## src/rtl/fft_sched_pkg.sv

```systemverilog
// Shared state encoding, default sizing and address helpers for the FFT butterfly scheduler.
package fft_sched_pkg;

    localparam int DEFAULT_LOG2N    = 4;
    localparam int DEFAULT_PIPE_LAT = 2;
    localparam int MAX_LOG2N        = 10;

    typedef logic [MAX_LOG2N-1:0] addr_t;

    typedef enum logic [1:0] {
        ST_IDLE  = 2'd0,
        ST_RUN   = 2'd1,
        ST_DRAIN = 2'd2,
        ST_FIN   = 2'd3
    } state_e;

    function automatic addr_t half_mask(input int unsigned s);
        return addr_t'((32'd1 << s) - 32'd1);
    endfunction

    // Group index moves up one bit to skip over the B half of each group.
    function automatic addr_t bfly_addr_a(input int unsigned s, input addr_t k);
        return ((k >> s) << (s + 32'd1)) | (k & half_mask(s));
    endfunction

    function automatic addr_t bfly_addr_b(input int unsigned s, input addr_t k);
        return bfly_addr_a(s, k) | addr_t'(32'd1 << s);
    endfunction

    function automatic addr_t twiddle_index(input int unsigned log2n, input int unsigned s,
                                            input addr_t k);
        return (k & half_mask(s)) << (log2n - 32'd1 - s);
    endfunction

endpackage

```

## src/rtl/fft_addr_pipe.sv

```systemverilog
// Write-back delay line: carries butterfly destination addresses alongside the data pipeline.
module fft_addr_pipe #(
    parameter int W     = 4,
    parameter int DEPTH = 2
) (
    input  logic         clk,
    input  logic         rst,
    input  logic         freeze,
    input  logic         valid,
    input  logic [W-1:0] addr_a,
    input  logic [W-1:0] addr_b,
    output logic         tail_valid,
    output logic [W-1:0] tail_addr_a,
    output logic [W-1:0] tail_addr_b
);

    logic [DEPTH-1:0] valid_r;
    logic [W-1:0]     addr_a_r [DEPTH];
    logic [W-1:0]     addr_b_r [DEPTH];

    // Shift register; a frozen cycle holds every stage so stalls neither drop nor repeat writes.
    always_ff @(posedge clk or posedge rst) begin
        if (rst) begin
            valid_r <= '0;
            for (int i = 0; i < DEPTH; i++) begin
                addr_a_r[i] <= '0;
                addr_b_r[i] <= '0;
            end
        end else if (!freeze) begin
            valid_r[0]  <= valid;
            addr_a_r[0] <= addr_a;
            addr_b_r[0] <= addr_b;
            for (int i = 1; i < DEPTH; i++) begin
                valid_r[i]  <= valid_r[i-1];
                addr_a_r[i] <= addr_a_r[i-1];
                addr_b_r[i] <= addr_b_r[i-1];
            end
        end
    end

    assign tail_valid  = valid_r[DEPTH-1];
    assign tail_addr_a = addr_a_r[DEPTH-1];
    assign tail_addr_b = addr_b_r[DEPTH-1];

endmodule

```

## src/rtl/fft_bfly_scheduler.sv

```systemverilog
// In-place radix-2 DIT FFT butterfly sequencer with per-stage pipeline drain.
// Optional IFFT support (inverse / tw_conj / scale_en) when FFT_SCHED_INVERSE_EN is defined.
module fft_bfly_scheduler
    import fft_sched_pkg::*;
#(
    parameter int LOG2N    = DEFAULT_LOG2N,
    parameter int PIPE_LAT = DEFAULT_PIPE_LAT
) (
    input  logic                     clk,
    input  logic                     rst,
`ifdef FFT_SCHED_INVERSE_EN
    input  logic                     inverse,
    output logic                     tw_conj,
    output logic                     scale_en,
`endif
    input  logic                     start,
    input  logic                     ready,
    output logic                     busy,
    output logic                     done,
    output logic                     rd_en,
    output logic [LOG2N-1:0]         rd_addr_a,
    output logic [LOG2N-1:0]         rd_addr_b,
    output logic [LOG2N-2:0]         tw_addr,
    output logic                     wr_en,
    output logic [LOG2N-1:0]         wr_addr_a,
    output logic [LOG2N-1:0]         wr_addr_b,
    output logic [$clog2(LOG2N)-1:0] stage
);

    localparam int SW = $clog2(LOG2N);
    localparam int KW = LOG2N - 1;
    localparam int DW = 2;
    localparam logic [KW-1:0] K_LAST = {KW{1'b1}};
    localparam logic [SW-1:0] S_LAST = SW'(LOG2N - 1);
    localparam logic [DW-1:0] D_LAST = DW'(PIPE_LAT - 1);

    state_e         state_r, state_nxt_s;
    logic [SW-1:0]  s_r, s_nxt_s;
    logic [KW-1:0]  k_r, k_nxt_s;
    logic [DW-1:0]  d_r, d_nxt_s;

    logic             rd_en_r, rd_en_s, busy_r, busy_s, done_r, done_s, tail_valid_s, wr_en_s;
    logic [LOG2N-1:0] rd_addr_a_r, rd_addr_a_s, rd_addr_b_r, rd_addr_b_s;
    logic [KW-1:0]    tw_addr_r, tw_addr_s;

`ifdef FFT_SCHED_INVERSE_EN
    logic accept_s, inv_r, inv_nxt_s, tw_conj_r;
`endif

    // Next-state: ready low freezes the sequencer exactly where it is.
    always_comb begin
        state_nxt_s = state_r;
        s_nxt_s     = s_r;
        k_nxt_s     = k_r;
        d_nxt_s     = d_r;
        if (ready) begin
            case (state_r)
                ST_IDLE: begin
                    if (start) begin
                        state_nxt_s = ST_RUN;
                        s_nxt_s     = '0;
                        k_nxt_s     = '0;
                    end else begin
                        state_nxt_s = ST_IDLE;
                    end
                end
                ST_RUN: begin
                    if (k_r == K_LAST) begin
                        state_nxt_s = ST_DRAIN;
                        d_nxt_s     = '0;
                    end else begin
                        k_nxt_s = k_r + KW'(1'b1);
                    end
                end
                ST_DRAIN: begin
                    if (d_r != D_LAST) begin
                        d_nxt_s = d_r + DW'(1'b1);
                    end else if (s_r == S_LAST) begin
                        state_nxt_s = ST_FIN;
                    end else begin
                        state_nxt_s = ST_RUN;
                        s_nxt_s     = s_r + SW'(1'b1);
                        k_nxt_s     = '0;
                    end
                end
                ST_FIN: begin
                    state_nxt_s = ST_IDLE;
                    s_nxt_s     = '0;
                end
                default: begin
                    state_nxt_s = ST_IDLE;
                    s_nxt_s     = '0;
                    k_nxt_s     = '0;
                    d_nxt_s     = '0;
                end
            endcase
        end else begin
            state_nxt_s = state_r;
        end
    end

    // Output decode from the next state so every strobe and address leaves a flop.
    always_comb begin
        busy_s = (state_nxt_s == ST_RUN) || (state_nxt_s == ST_DRAIN);
        done_s = (state_nxt_s == ST_FIN);
        if (state_nxt_s == ST_RUN) begin
            rd_en_s     = 1'b1;
            rd_addr_a_s = LOG2N'(bfly_addr_a(32'(s_nxt_s), addr_t'(k_nxt_s)));
            rd_addr_b_s = LOG2N'(bfly_addr_b(32'(s_nxt_s), addr_t'(k_nxt_s)));
            tw_addr_s   = KW'(twiddle_index(LOG2N, 32'(s_nxt_s), addr_t'(k_nxt_s)));
        end else begin
            rd_en_s     = 1'b0;
            rd_addr_a_s = '0;
            rd_addr_b_s = '0;
            tw_addr_s   = '0;
        end
    end

    // State, counters and registered outputs.
    always_ff @(posedge clk or posedge rst) begin
        if (rst) begin
            state_r     <= ST_IDLE;
            s_r         <= '0;
            k_r         <= '0;
            d_r         <= '0;
            rd_en_r     <= 1'b0;
            rd_addr_a_r <= '0;
            rd_addr_b_r <= '0;
            tw_addr_r   <= '0;
            busy_r      <= 1'b0;
            done_r      <= 1'b0;
        end else begin
            state_r     <= state_nxt_s;
            s_r         <= s_nxt_s;
            k_r         <= k_nxt_s;
            d_r         <= d_nxt_s;
            rd_en_r     <= rd_en_s;
            rd_addr_a_r <= rd_addr_a_s;
            rd_addr_b_r <= rd_addr_b_s;
            tw_addr_r   <= tw_addr_s;
            busy_r      <= busy_s;
            done_r      <= done_s;
        end
    end

    fft_addr_pipe #(
        .W     (LOG2N),
        .DEPTH (PIPE_LAT)
    ) u_addr_pipe (
        .clk         (clk),
        .rst         (rst),
        .freeze      (!ready),
        .valid       (rd_en_r),
        .addr_a      (rd_addr_a_r),
        .addr_b      (rd_addr_b_r),
        .tail_valid  (tail_valid_s),
        .tail_addr_a (wr_addr_a),
        .tail_addr_b (wr_addr_b)
    );

    assign wr_en_s   = tail_valid_s & ready;
    assign wr_en     = wr_en_s;
    assign rd_en     = rd_en_r & ready;
    assign rd_addr_a = rd_addr_a_r;
    assign rd_addr_b = rd_addr_b_r;
    assign tw_addr   = tw_addr_r;
    assign busy      = busy_r;
    assign done      = done_r;
    assign stage     = s_r;

`ifdef FFT_SCHED_INVERSE_EN
    assign accept_s = ready && start && (state_r == ST_IDLE);

    // Direction is latched on acceptance and ignored for the rest of the run.
    always_comb begin
        if (accept_s) begin
            inv_nxt_s = inverse;
        end else begin
            inv_nxt_s = inv_r;
        end
    end

    // Direction register and conjugate flag aligned with tw_addr.
    always_ff @(posedge clk or posedge rst) begin
        if (rst) begin
            inv_r     <= 1'b0;
            tw_conj_r <= 1'b0;
        end else begin
            inv_r     <= inv_nxt_s;
            tw_conj_r <= inv_nxt_s && (state_nxt_s == ST_RUN);
        end
    end

    assign tw_conj  = tw_conj_r;
    assign scale_en = wr_en_s & inv_r;
`endif

endmodule

```

## config.mk

```make
export PLATFORM = sky130hd
export DESIGN_NAME = fft_bfly_scheduler
export DESIGN_NICKNAME = d
export VERILOG_FILES = /design/src/rtl/fft_sched_pkg.sv /design/src/rtl/fft_addr_pipe.sv /design/src/rtl/fft_bfly_scheduler.sv
export SDC_FILE = /design/constraint.sdc
export NUM_CORES = 1
export LEC_CHECK = 0
export CORE_MARGIN = 2
export CORE_UTILIZATION = 45
export DETAILED_ROUTE_END_ITERATION = 7
export PLACE_DENSITY_LB_ADDON = 0.12
export SYNTH_ARGS = -nofsm -noshare
export SYNTH_HDL_FRONTEND = slang
export SYNTH_SLANG_ARGS = --single-unit
```

## constraint.sdc

```tcl
create_clock -name clk -period 2.1 [get_ports clk]
set_input_delay 0.42 -clock clk [delete_from_list [all_inputs] [get_ports clk]]
set_output_delay 0.42 -clock clk [all_outputs]
set_load 0.05 [all_outputs]
```

; Yosys cells after proc, flatten, opt, wreduce, memory -nomap -nowiden
; Cells that the tools add are included.
[word_totals]
ff_bits = 41
latch_bits = 0
ram_bits = 0
output_inout_bits = 25
elab_cells = 69
n_memories = 0
romBits = 0
[op_classes]
n_eq_ne = 11
div_mod_pow = 0
n_mux = 24
add_sub_neg = 6
magnitude_cmp = 0
reduce_logical = 4
mul = 0
shift = 4
n_bitwise = 5
[op_table]
columns = op, count
row1 = $shl 10x32->3, 1
row2 = $mux 2, 10
row3 = $mux 3, 6
row4 = $and 3x10->10, 1
row5 = $eq 2x2->1 const B, 5
row6 = $shl 1x2->10 const A, 1
row7 = $shl 10x3->4, 1
row8 = $shr 3x2->10, 1
row9 = $sub 10x1->10 const B, 1
row10 = $pmux 3 s3, 1
row11 = $mux 4, 2
row12 = $or 4x4->4, 2
row13 = $pmux 2 s4, 1
row14 = $pmux 2 s3, 1
row15 = $add 2x1->2 const B, 2
row16 = $eq 2x1->1 const B, 2
row17 = $ne 2x2->1 const B, 2
row18 = $pmux 2 s2, 1
row19 = $reduce_and 4->1, 1
row20 = $add 2x1->3 const B, 1
row21 = $add 3x1->3 const B, 1
row22 = $eq 3x3->1 const B, 1
row23 = $sub 2x2->3 const A, 1
row24 = $and 1x1->1, 2
row25 = 5 further kinds, 6

; Depth between registers and ports, before layout
; Gate-level depths: netlist of run 1.
[logic_depth]
word_depth = 11
depth_mapped = 11
mapped_depth_nobuf = 11

; Cells and area by module
; A second synthesis of run 1 with hierarchy kept.
[hier_totals]
cells_unflattened = 168
area_unflattened_um2 = 2067.0
[by_module_without_submodules]
columns = mod, cells_per_inst, area_per_inst_um2, seq_area_each_um2, instances
row1 = fft_bfly_scheduler, 121, 1281.2, 575.6, 1
row2 = fft_addr_pipe, 47, 785.8, 450.4, 1

; Least setup slack after synthesis of run 1
; No wires, ideal clock.
[synth_path]
path_type = reg-to-reg
start = register s_r[0] (netlist: stage[0])
end = register tw_addr_r[2] (netlist: tw_addr[2])
stages_incl_launch_ff = 9
setup_time_ps = 99
required_time_ps = 2001
path_buffers = 0
t_arrival_ps = 2347
slack_ps = -346
cell_sequence = dfrtp_1 -> a41oi_4 -> a211oi_4 -> inv_2 -> ha_1 -> xor2_1 -> a21oi_1 -> a21oi_1 -> a311oi_1
[synth_between]
elab_chain_len = 10
[synth_lines]
columns = item, line
row1 = start: declaration, fft_bfly_scheduler.sv:38  ; logic [SW-1:0] s_r, s_nxt_s;
row2 = start signal: assignment, fft_bfly_scheduler.sv:134  ; s_r <= s_nxt_s;
row3 = $add 2x1->2 or $eq 2x2->1 (tied branches), "fft_bfly_scheduler.sv:82, fft_bfly_scheduler.sv:78"
row4 = $mux 2 *, fft_bfly_scheduler.sv:78  ; end else if (s_r == S_LAST) begin
row5 = $mux 2 *, fft_bfly_scheduler.sv:76  ; if (d_r != D_LAST) begin
row6 = $pmux 2 s3 *, fft_bfly_scheduler.sv:57  ; case (state_r)
row7 = $mux 2 *, fft_bfly_scheduler.sv:56  ; if (ready) begin
row8 = via s_nxt_s[1], fft_bfly_scheduler.sv:38
row9 = $shl 1x2->10, fft_sched_pkg.sv:18  ; return addr_t'((32'd1 << s) - 32'd1);
row10 = $sub 10x1->10, fft_sched_pkg.sv:18
row11 = $and 3x10->10, fft_sched_pkg.sv:32  ; return (k & half_mask(s)) << (log2n - 32'd1 - s);
row12 = $shl 10x32->3 *, fft_sched_pkg.sv:32
row13 = $mux 3 *, fft_bfly_scheduler.sv:106  ; if (state_nxt_s == ST_RUN) begin
row14 = via tw_addr_s[2], fft_bfly_scheduler.sv:44  ; logic [KW-1:0] tw_addr_r, tw_addr_s;
row15 = end signal: assignment, fft_bfly_scheduler.sv:140  ; tw_addr_r <= tw_addr_s;
row16 = end: declaration, fft_bfly_scheduler.sv:44
; The timed path passes the listed nets; every way through them passes the cells marked *.
; A chain may end at the register's enable or synchronous reset.

; Worst setup path after layout of run 1
[layout_path]
start = register d_r[1]
end = register tw_addr_r[2] (netlist: tw_addr[2])
[layout_between]
elab_chain_len = 9
[layout_lines]
columns = item, line
row1 = start: declaration, fft_bfly_scheduler.sv:40  ; logic [DW-1:0] d_r, d_nxt_s;
row2 = start signal: assignment, fft_bfly_scheduler.sv:136  ; d_r <= d_nxt_s;
row3 = $ne 2x1->1 *, fft_bfly_scheduler.sv:76
row4 = $mux 2 *, fft_bfly_scheduler.sv:76
row5 = $pmux 2 s3 *, fft_bfly_scheduler.sv:57
row6 = $mux 2 *, fft_bfly_scheduler.sv:56
row7 = via s_nxt_s[1], fft_bfly_scheduler.sv:38
row8 = $shl 1x2->10, fft_sched_pkg.sv:18
row9 = $sub 10x1->10, fft_sched_pkg.sv:18
row10 = $and 3x10->10, fft_sched_pkg.sv:32
row11 = $shl 10x32->3 *, fft_sched_pkg.sv:32
row12 = $mux 3 *, fft_bfly_scheduler.sv:106
row13 = via tw_addr_s[2], fft_bfly_scheduler.sv:44
; Marked as above.

==> summary.txt, run 1 <==
Clock tree
  – Max Root-Sink Buffers: 2
  – CTS tree: built
  – Clock transition at path regs: 0.07 ns
  – Clk sink count: 41
  – Cts hold-fix bufs: 0
  – TritonCTS buffer count: 5
  – Root Buffer: clkbuf_8
  – H-tree depth: 2
  – Clk_lat worst skew: 0.29 ns

STA
  – Slew Limit Fails: 0
  – Hold_ws: 0.484 ns
  – Final setup vio count: 10
  – Clock Skew: 0.00297 ns
  – RSZ-0062 raised after global routing: true
  – Final Cycle Share: 111%
  – Worst slew pin tran: 0.514 ns
  – Fmax: 430 MHz
  – Tmin final: 2.32 ns
  – Final hold violations: 0
  – Slew margin rel.: 65.6%
  – Fin worst setup slack: -0.224 ns

Yosys
  – Ys Warns: 0
  – Largest cells by area after synthesis: dfrtp_1, mux2_2, ha_1
  – Top FF cell, synth: dfrtp_1
  – Seq/Total Area, Yosys: 51.2%
  – Gate Count Post-Synth: 173
  – Syn Nets: 186
  – Yosys cell types: 42
  – Count leader, synth: dfrtp_1
  – Post-synth top area cell: dfrtp_1
  – Number of synthesized flops with an enable pin: 0
  – Share of the synthesized area in the top cell type: 51.2%
  – Post-synth top cells: dfrtp_1, mux2_2, nand2_1
  – Mean area per synthesized cell: 11.6 sq um
  – Mapped Area: 2010 sq um
  – Flops & latches, synth: 41
  – Ys async rst share: 100%

Critical path
  – CP peak stage delay: 0.40 ns
  – Reg2reg end: tw_addr[2]
  – CP cell instances: inv_2, ha_4, buf_6, a41oi_4, a211oi_4, inv_2, ha_4, xor2_2, a21oi_2, a21oi_2, a311oi_2
  – Worst Path Required: 2.29 ns
  – Slowest CP cell: dfrtp_1
  – Crit path kind: reg -> reg
  – Crit path arrival time: 2.51 ns
  – Critical Path Start: d_r[1]
  – R2R Setup Slk: -0.22 ns
  – Reg2Reg Launch Point: d_r[1]
  – Buf/Inv on CP: 3
  – Family with the most delay on the worst path: compound AO/OA/AOI/OAI gates
  – Critical path startpoint category: flip-flop
  – Cell count of the worst reg-to-reg path: 11
  – CP Max Fanout: 5
  – Setup crit end kind: flip-flop

Outcome
  – Failing checks: negative setup slack
  – Status: finished with violations

Place
  – Placed cell count: 278
  – RePlAce Congestion: 0.872
  – Post-detail-place hpwl: 3.14 mm
  – Port bufs: 28

Min path
  – Hold Crit Start: u_addr_pipe.valid_r[0]
  – Hold Path Depth: 1
  – Worst hold path class: reg -> reg
  – Hold Path End: u_addr_pipe.valid_r[0]

Drt
  – Post-route DRC violation count: 0
  – Initial DRC Count: 62
  – Wire per inst: 15.2 um
  – Vias/cell: 5.17
  – TritonRoute pass-1 iters: 4
  – Detailed Route WL: 4.46 mm
  – Antenna-violating nets left: 0
  – Via count: 1,520

Power
  – LEAKAGE: 1.35 nW
  – Worst VDD drop: 0.000474 V
  – Power density over cell area: 1390 nW/um^2
  – PnR Total Power: 0.00403 W

Floorplanning
  – Core Area: 4320 sq um
  – Die Ht: 70.8 um
  – Die Wd: 70.8 um
  – I/O pin count: 29
  – Total die area: 5010 sq um
  – Rows: 24
  – Initial Util: 46.4%

Job
  – Max cap viols: 0

Global route
  – Vias in the first global route: 1,555
  – First-pass GRT wire length: 7.49 mm
  – Antenna violations before repair: 0
  – Gr usage total: 18.9%
  – Final global-route overflow total: 0
  – Largest net degree at the start of global routing: 42

Finish
  – NumNets Final: 255
  – Area Overhead vs Synth: 44.5%
  – Final Core Density: 67.0%
  – Fraction of layout cells with a size suffix above 1: 45.9%
  – Ant. Diodes: 0
  – Non-filler cells, final: 294
flip-flops by register name (all words and copies together), names as in the netlist, 2 cells and up:
register,count
rd_addr_a,4
rd_addr_b,4
u_addr_pipe.addr_a_r,4
u_addr_pipe.addr_b_r,4
u_addr_pipe.tail_addr_a,4
u_addr_pipe.tail_addr_b,4
k_r,3
tw_addr,3
d_r,2
stage,2
state_r,2
u_addr_pipe.valid_r,2
how the worst max path moves through the flow:
stage,endpoint,slack (ns),depth (start not counted)
floorplan,tw_addr[2],0.02,10
global placement,rd_addr_a[3],-0.59,10
CTS,tw_addr[2],-0.09,11
global route,tw_addr[2],-0.32,11
finish,tw_addr[2],-0.22,11
detailed placement,rd_addr_a[3],-0.56,10
routing by layer:
layer	global-route usage [%]	share of wire [%]	vias to the layer above
met5	0	0	-
met1	26.0	46	756
li1	-	-	732
met3	4.27	3.1	7
met4	3.77	1.1	0
met2	30.9	50	25
timing repair:
| action | in CTS | in global routing |
|---|---|---|
| gates resized for setup | 16 | 19 |
| pin swaps | 2 | 15 |
| setup endpoints to repair | 13 | 12 |
| setup buffers | 3 | 7 |
layout by cell type, fill, tap and decap left out, types with 2 or more instances in the layout:
cell type,count
a21oi_2,4
and2_1,2
dfrtp_1,39
ha_4,4
a311oi_2,2
clkbuf_8,6
ha_1,4
buf_4,42
mux2_2,17
a21oi_1,6
buf_6,5
nor2_1,3
nand4_1,2
buf_12,3
mux2i_1,2
inv_1,8
and3_1,2
clkdlybuf4s50_1,24
dfrtp_2,2
o21ai_0,5
nand3_1,5
o21a_1,3
nand2_1,12
inv_2,3
nand2b_1,2
cell families (layout without fill, tap and decap cells):
family	after synthesis	count (layout)	synth area share (%)
compound gates	35	35	13.9
xor+xnor	1	1	0.437
fa+ha+maj	9	9	5.61
buf+inv	25	94	6.92
flops	41	41	51.2
mux	19	19	10.5
simple gates	43	43	11.4
area by class of cell:
cell class              instances  area [sq um]
clock buffers                   6          82.6
fillers                       336          1430
repair buffers                 75           681
multi-input cells             107           987
clock inverters                 1          7.51
well taps                      52          65.1
inverters                      12          47.5
flip-flops and latches         41          1030
through the flow:
stage                     cell area (sq um)  setup slack [ns]  TNS [ns]
final                                  2900            -0.224    -0.916
after global routing                   2900            -0.322     -2.13
after CTS                              2750           -0.0943    -0.379
after detailed placement               2580            -0.564     -4.84
after global placement                 2580            -0.585     -4.58
after floorplan                        2030            0.0203         0
where the power goes:
group	total (W)	internal (W)	switching [W]
clock network	0.000519	0.000260	0.000259
logic	0.00227	0.00101	0.00126
registers	0.00124	0.00107	0.000170
total	0.00403	0.00235	0.00168
Power figures use the tool's default switching activity.
==> run 2, diff against run 1 <==
CORE_ASPECT_RATIO = 2   (was unset)
RECOVER_POWER = 100   (was unset)
clock period = 2.95 ns   (was 2.1 ns; I/O delays follow)
==> summary.txt, run 2 (synthesis results as in run 1) <==
Place
  – Post-detail-place hpwl: 3.12 mm
  – Area after DPL: 2350 sq um
  – RePlAce Congestion: 0.864
  – Placed cell count: 252
  – Setup slack at placement: 0.0733 ns
  – Port bufs: 28

Drt
  – Detailed Route WL: 3.94 mm
  – Vias/cell: 5.33
  – Via count: 1,380
  – Post-route DRC violation count: 0
  – Initial DRC Count: 18
  – Antenna-violating nets left: 0
  – TritonRoute pass-1 iters: 4
  – Wire per inst: 15.2 um

STA
  – Hold_ws: 0.496 ns
  – Fin worst setup slack: 0.260 ns
  – Setup TNS: 0 ns
  – Slew Limit Fails: 0
  – RSZ-0062 raised after global routing: false
  – Tmin final: 2.69 ns
  – Slew margin rel.: 34.8%
  – Final Cycle Share: 91.2%
  – Worst slew pin tran: 0.978 ns
  – Clock Skew: 0.00257 ns
  – Final setup vio count: 0
  – Final hold violations: 0
  – Fmax: 372 MHz

Critical path
  – CP cell instances: dlygate4sd3_1, nor2b_1, a211oi_4, buf_4, ha_1, inv_1, nand2_1, nand4_1, a21oi_1
  – CP peak stage delay: 0.68 ns
  – Worst Path Required: 3.11 ns
  – Slowest CP cell: dlygate4sd3_1
  – Setup crit end kind: flip-flop
  – Crit path arrival time: 2.85 ns
  – Crit path kind: in -> reg
  – Critical path startpoint category: input port
  – CP Max Fanout: 10

Min path
  – Worst hold path class: reg -> reg

Finish
  – Final Cell Area: 2440 sq um
  – Most common cell after layout, fill and taps aside: dfrtp_1
  – Area Overhead vs Synth: 21.8%
  – Commonest cells after routing, fill and taps aside: dfrtp_1, dlygate4sd3_1, mux2_2, nand2_1
  – Fraction of layout cells with a size suffix above 1: 20.5%
  – Non-filler cells, final: 259
  – Ant. Diodes: 0
  – NumNets Final: 218

Clock tree
  – CTS tree: built
  – Clk_lat worst skew: 0.28 ns
  – H-tree depth: 2
  – Postcts setup bufs: 0
  – Post-CTS Resized: 0
  – Clock transition at path regs: 0.07 ns
  – TritonCTS buffer count: 5
  – Cts hold-fix bufs: 0
  – Clk sink count: 41
  – Root Buffer: clkbuf_8
  – Max Root-Sink Buffers: 2

Job
  – Max cap viols: 0

Floorplanning
  – Rows: 34
  – Total die area: 5040 sq um
  – I/O pin count: 29
  – Initial Util: 46.7%
  – Core Area: 4300 sq um
  – Die Ht: 98.4 um
  – Die Wd: 51.2 um

Global route
  – Met3 Use GR: 3.18%
  – Final global-route overflow total: 0
  – Antenna violations before repair: 0
  – M1 GR Usage: 17.9%
  – Busiest grt layer: met2
  – Vias in the first global route: 1,415
  – First-pass GRT wire length: 6.72 mm
  – Largest net degree at the start of global routing: 42
  – Gr usage total: 17.8%
  – Met2 GRT Util: 32.3%

Power
  – Power density over cell area: 1050 nW/um^2
  – Worst VDD drop: 0.000549 V
  – LEAKAGE: 1.16 nW

Outcome
  – Status: finished clean
[run 2: report_power, final]
part	leakage [nW]	internal, W	switching (W)
sequential	0.525	0.000764	0.000133
combinational	0.581	0.000451	0.000783
clock	0.0540	0.000246	0.000178
total	1.16	0.00146	0.00109
[run 2: worst paths after layout]
check	slack (ns)	start	to	cells past startpoint
setup / recovery	0.26	ready	rd_addr_b[2]	9
hold / removal	0.50	u_addr_pipe.valid_r[0]	u_addr_pipe.valid_r[0]	1
setup reg to reg	0.46	d_r[1]	rd_addr_b[2]	9
hold reg to reg	0.50	u_addr_pipe.valid_r[0]	u_addr_pipe.valid_r[0]	1
max in group asynchronous	1.30	rst	tw_addr[1]	3
min in group asynchronous	1.05	rst	u_addr_pipe.valid_r[1]	3
[run 2: critical path: cells and delay by family]
kind                       cells  cell delay, ns
AOI/OAI and AO/OA              2            0.43
adders and majority gates      1            0.35
buffers and inverters          3            0.96
and+or+nand+nor                3            0.53
[run 2: layout make-up]
class / instances / area [sq um]
Timing Repair Buffer: 38 / 362
Sequential cell: 41 / 1030
Inverter: 12 / 45.0
Fill cell: 385 / 1850
Multi-Input combinational cell: 107 / 838
Clock inverter: 2 / 35.0
Tap cell: 54 / 67.6
Clock buffer: 5 / 68.8
[run 2: per-layer routing]
layer  up-vias  share of wire [%]
li1        658                  -
met1       677                 34
met2        32                 58
met3        13                2.9
met4         0                5.5
met5         -                  0
[run 2: metrics by stage]
step                      total power, W  util [%]
after floorplan                  0.00182         -
after global placement           0.00219      54.8
after detailed placement         0.00223      54.8
after CTS                        0.00266      57.2
after global routing             0.00271      56.8
final                            0.00255      56.8
==> run 3, diff against run 2 <==
CAP_MARGIN = 10   (was unset)
==> results of run 3 <==
Same layout as run 2: the final DEF is identical, and so are final timing and power.
